<file path="src/rtl/shiftreg_rotate_sequencer.sv">
// Sequencer for a 4-bit universal shift register. It takes one command at a
// time, loads the register, optionally rotates it by feeding DATAOUT back to
// DATAIN, then returns the final contents on a response channel.
module shiftreg_rotate_sequencer #(
  parameter int WIDTH = 4,
  parameter int CNT_W = 4
) (
  input  logic             clock,
  input  logic             reset,
  input  logic             cmd_valid,
  output logic             cmd_ready,
  input  logic [1:0]       cmd_op,
  input  logic [WIDTH-1:0] cmd_data,
  input  logic [CNT_W-1:0] cmd_count,
  output logic [1:0]       sr_mode,
  output logic [WIDTH-1:0] sr_datain,
  input  logic [WIDTH-1:0] sr_dataout,
  output logic             rsp_valid,
  input  logic             rsp_ready,
  output logic [WIDTH-1:0] rsp_data,
  output logic             busy
);

  localparam logic [1:0] OP_READ  = 2'b00;
  localparam logic [1:0] OP_ROTR  = 2'b01;
  localparam logic [1:0] OP_ROTL  = 2'b10;

  localparam logic [1:0] MODE_HOLD = 2'b00;
  localparam logic [1:0] MODE_ROTR = 2'b01;
  localparam logic [1:0] MODE_ROTL = 2'b10;
  localparam logic [1:0] MODE_LOAD = 2'b11;

  typedef enum logic [2:0] {
    S_IDLE    = 3'd0,
    S_LOAD    = 3'd1,
    S_SHIFT   = 3'd2,
    S_CAPTURE = 3'd3,
    S_RESP    = 3'd4
  } state_t;

  state_t           state_q, state_d;
  logic [1:0]       op_q, op_d;
  logic [WIDTH-1:0] data_q, data_d;
  logic [CNT_W-1:0] count_q, count_d;
  logic [CNT_W-1:0] cnt_q, cnt_d;
  logic [WIDTH-1:0] rsp_data_q, rsp_data_d;

  logic is_rot;
  assign is_rot = (op_q == OP_ROTR) || (op_q == OP_ROTL);

  // State and datapath registers; reset aborts any transaction in flight.
  always_ff @(posedge clock) begin
    if (reset) begin
      state_q    <= S_IDLE;
      op_q       <= OP_READ;
      data_q     <= '0;
      count_q    <= '0;
      cnt_q      <= '0;
      rsp_data_q <= '0;
    end else begin
      state_q    <= state_d;
      op_q       <= op_d;
      data_q     <= data_d;
      count_q    <= count_d;
      cnt_q      <= cnt_d;
      rsp_data_q <= rsp_data_d;
    end
  end

  // Next-state logic: command capture, rotation countdown, result capture.
  always_comb begin
    state_d    = state_q;
    op_d       = op_q;
    data_d     = data_q;
    count_d    = count_q;
    cnt_d      = cnt_q;
    rsp_data_d = rsp_data_q;
    case (state_q)
      S_IDLE: begin
        if (cmd_valid) begin
          op_d    = cmd_op;
          data_d  = cmd_data;
          count_d = cmd_count;
          state_d = (cmd_op == OP_READ) ? S_CAPTURE : S_LOAD;
        end
      end
      S_LOAD: begin
        cnt_d   = count_q;
        state_d = (is_rot && (count_q != '0)) ? S_SHIFT : S_CAPTURE;
      end
      S_SHIFT: begin
        cnt_d = cnt_q - 1'b1;
        if (cnt_q == {{(CNT_W-1){1'b0}}, 1'b1}) state_d = S_CAPTURE;
      end
      S_CAPTURE: begin
        rsp_data_d = sr_dataout;
        state_d    = S_RESP;
      end
      S_RESP: begin
        if (rsp_ready) state_d = S_IDLE;
      end
      default: state_d = S_IDLE;
    endcase
  end

  // Shift register drive, decoded purely from registered state.
  always_comb begin
    sr_mode   = MODE_HOLD;
    sr_datain = '0;
    case (state_q)
      S_LOAD: begin
        sr_mode   = MODE_LOAD;
        sr_datain = data_q;
      end
      S_SHIFT: begin
        sr_mode   = (op_q == OP_ROTL) ? MODE_ROTL : MODE_ROTR;
        sr_datain = sr_dataout;
      end
      default: begin
        sr_mode   = MODE_HOLD;
        sr_datain = '0;
      end
    endcase
  end

  assign cmd_ready = (state_q == S_IDLE);
  assign busy      = (state_q != S_IDLE);
  assign rsp_valid = (state_q == S_RESP);
  assign rsp_data  = rsp_data_q;

endmodule

</file>
<file path="config.mk">
export PLATFORM = sky130hd
export DESIGN_NAME = shiftreg_rotate_sequencer
export DESIGN_NICKNAME = d
export VERILOG_FILES = /design/src/rtl/shiftreg_rotate_sequencer.sv
export SDC_FILE = /design/constraint.sdc
export NUM_CORES = 1
export LEC_CHECK = 0
export BUFFER_PORTS_ARGS = -buffer_cell sky130_fd_sc_hd__buf_2
export CAP_MARGIN = 40
export CORE_ASPECT_RATIO = 0.8
export CORE_MARGIN = 4
export CORE_UTILIZATION = 53
export DETAILED_ROUTE_END_ITERATION = 12
export GPL_TIMING_DRIVEN = 0
export PLACE_DENSITY = 0.85
export SYNTH_ARGS = -nofsm -noshare
export SYNTH_HDL_FRONTEND = slang
export SYNTH_SLANG_ARGS = --single-unit
</file>
<file path="constraint.sdc">
create_clock -name clock -period 3.45 [get_ports clock]
set_clock_uncertainty 0.1 [all_clocks]
set_input_delay 0.5175 -clock clock [delete_from_list [all_inputs] [get_ports clock]]
set_output_delay 0.5175 -clock clock [all_outputs]
set_load 0.02 [all_outputs]
</file>
==> results by group <==
Routing
  • Vias: 937
  • Routed wire per std cell: 13.3 um
  • ANT nets after route: 0
  • Drt via density: 5.45
  • DR DRC count: 0
  • Total wire length: 2280 um
  • First drt pass iteration count: 4
  • 1st-iter DRT viols: 25

Worst setup path
  • Worst R2R End: cnt_q[3]
  • Reg2reg start: state_q[1]
  • Critical Path RT: 2.83 ns
  • CP arrival: 1.77 ns
  • Flop2flop setup slack: 1.87 ns
  • Critical path class: flop to output port
  • Startpoint types: flop
  • Crit. End Element: output port
  • Worst-path maximum fanout: 10
  • Worst Reg-to-Reg Cells: 4

Floorplanning
  • Initial Util: 59.4%
  • Die W: 57.2 um
  • Num rows: 13
  • Die Height: 47.3 um
  • Core area: 0.00172 sq mm
  • IO Count: 31
  • Die area: 0.00271 sq mm

Layout
  • Share of post-route cells with drive strength above 1: 28.7%
  • Area growth syn-to-layout: 19.9%
  • Final core occ: 71.3%
  • Nets: 172
  • Non-Filler Instances: 172
  • Number of diodes: 0
  • Fin area: 0.00123 sq mm

Synth
  • Synth Cell Area: 0.00102 sq mm
  • Top post-synthesis cells by area: dfxtp_1 41%, nand2_1 8.1%, a21oi_1 7.3%
  • Number of flops mapped to enable cells by yosys: 0
  • Top-area cell type share of the netlist area: 41.0%
  • Most used DFF post-synth: dfxtp_1
  • Warnings, synthesis: 0
  • #FFs+latches synth: 21
  • Asr flop ratio synth: 0%
  • Seq/Total Area, Yosys: 41.0%
  • Post-synthesis cell type count: 36
  • Cell taking the most area after synthesis: dfxtp_1
  • Syn nets: 137
  • Cells after Synth: 116
  • Syn avg cell area: 8.83 sq um

Run
  • Max-cap viol count: 0

CTS
  • CTS Buffer Depth: 2
  • Cts repair resizes: 0
  • Post-CTS Setup Inserts: 0
  • Clock root buffer: clkbuf_4
  • Cts hold-fix bufs: 0
  • CTS buffer count: 3
  • Clk Latency, worst-skew pair: 0.30 ns
  • CTS tree: built
  • Reg clk slew, reported paths: 0.11 ns
  • Clk sinks: 21
  • CTS H-tree lvls: 1

Timing
  • Post-Route Setup TNS: 0 ns
  • Final setup viols: 0
  • Worst Tran Pin Value: 0.651 ns
  • Final Slew Violations: 0
  • Min cycle time layout: 2.39 ns
  • Max Clock Freq: 419 MHz
  • Final hold violation count: 0
  • Slew margin rel.: 56.4%
  • Unrepaired setup endpoints after global routing: false
  • Period utilisation layout: 69.2%

Global routing
  • GRT Overall Usage: 17.9%
  • Grt total ovfl: 0
  • Initial antenna violation count: 0
  • First-pass GRT wire length: 3530 um
  • Vias in the first global route: 785
  • Largest net degree at the start of global routing: 12

Worst hold path
  • HP Class: input port to flop
  • Hold EP: data_q[2]
  • Hold Path Depth: 3
  • Hold wc startpoint: cmd_data[2]

Placed design
  • GPL Wtd Cong: 0.745
  • Dpl cell area: 0.00120 sq mm
  • Number of instances in the placed design: 168
  • Post-DP HPWL: 1750 um
  • IO Port Bufs: 30

Run status
  • Status: complete, no violations

Power
  • Leak pwr: 0.557 nW
  • P per Cell Area: 543 mW/mm^2
  • Worst vdd ir: 0.000403 V
  • Overall power: 0.667 mW
## synthesized netlist by cell type (2+ instances only)
library cell	count
nand2_1	22
dfxtp_1	21
a21oi_1	15
inv_1	7
nor2_1	7
a22o_1	4
mux2i_1	4
ha_1	3
a211oi_1	2
a32oi_1	2
buf_6	2
clkbuf_1	2
nand3_1	2
## layout by cell type (no fill, tap or decap), drive strengths merged, types with 2 or more instances in the layout
cell type,instances
nor2,7
inv,7
a22o,4
a211oi,2
ha,3
mux2i,4
a21oi,15
nor3b,3
clkbuf,6
nand2,22
dfxtp,21
buf,34
a32oi,2
nand3,2
or3b,2
## per-layer routing
layer	up-vias	global-route usage (%)	routed length [um]
met3	5	5.77	95
met2	19	28.7	1060
met4	0	6.94	29
met1	433	22.8	1100
li1	480	-	-
met5	-	0	0
## logic make-up after synthesis
kind of cell	Yosys count	share of synthesized area, %
flops	21	41.0
simple gates	44	24.4
compound gates	31	20.3
fa+ha+maj	3	3.66
mux	4	3.91
buf+inv	13	6.72
## final cells by class
| cell class | instances | area (sq um) |
|---|---|---|
| Inverter | 7 | 26.3 |
| Fill cell | 151 | 495 |
| Buffer | 6 | 42.5 |
| Timing Repair Buffer | 30 | 150 |
| Tap cell | 22 | 27.5 |
| Clock buffer | 4 | 26.3 |
| Sequential cell | 21 | 420 |
| Multi-Input combinational cell | 82 | 536 |
## power by group
part / total (mW) / internal, mW / switching [mW]
sequential: 0.293 / 0.273 / 0.0195
combinational: 0.257 / 0.105 / 0.152
clock: 0.117 / 0.0451 / 0.0719
## critical path, stage by stage (launching register included)
cell	delay [ns]
dfxtp_1	0.34
buf_2	0.19
nor3b_2	0.56
a22o_1	0.22
buf_2	0.16
## state kept, by name, summed over array words and instances, names as in the netlist
register  cells
op_q          2
state_q       3
cnt_q         4
count_q       4
rsp_data      4
data_q        4
## stage by stage
stage / worst slack [ns] / hold slack (ns)
after global routing: 0.931 / 0.325
after floorplan: 1.48 / 0.336
after detailed placement: 1.41 / 0.354
final: 1.06 / 0.342
after global placement: 1.44 / 0.343
after CTS: 1.06 / 0.339
## how the worst max path moves through the flow
stage,from,to,depth (start not counted)
after global placement,state_q[1],sr_datain[2],4
after floorplan,state_q[2],sr_mode[0],3
final,state_q[1],sr_datain[2],4
after detailed placement,state_q[1],sr_datain[2],4
after global routing,state_q[1],sr_datain[3],4
after CTS,state_q[1],sr_datain[2],4
No activity file was read; power rests on OpenSTA's default activity.
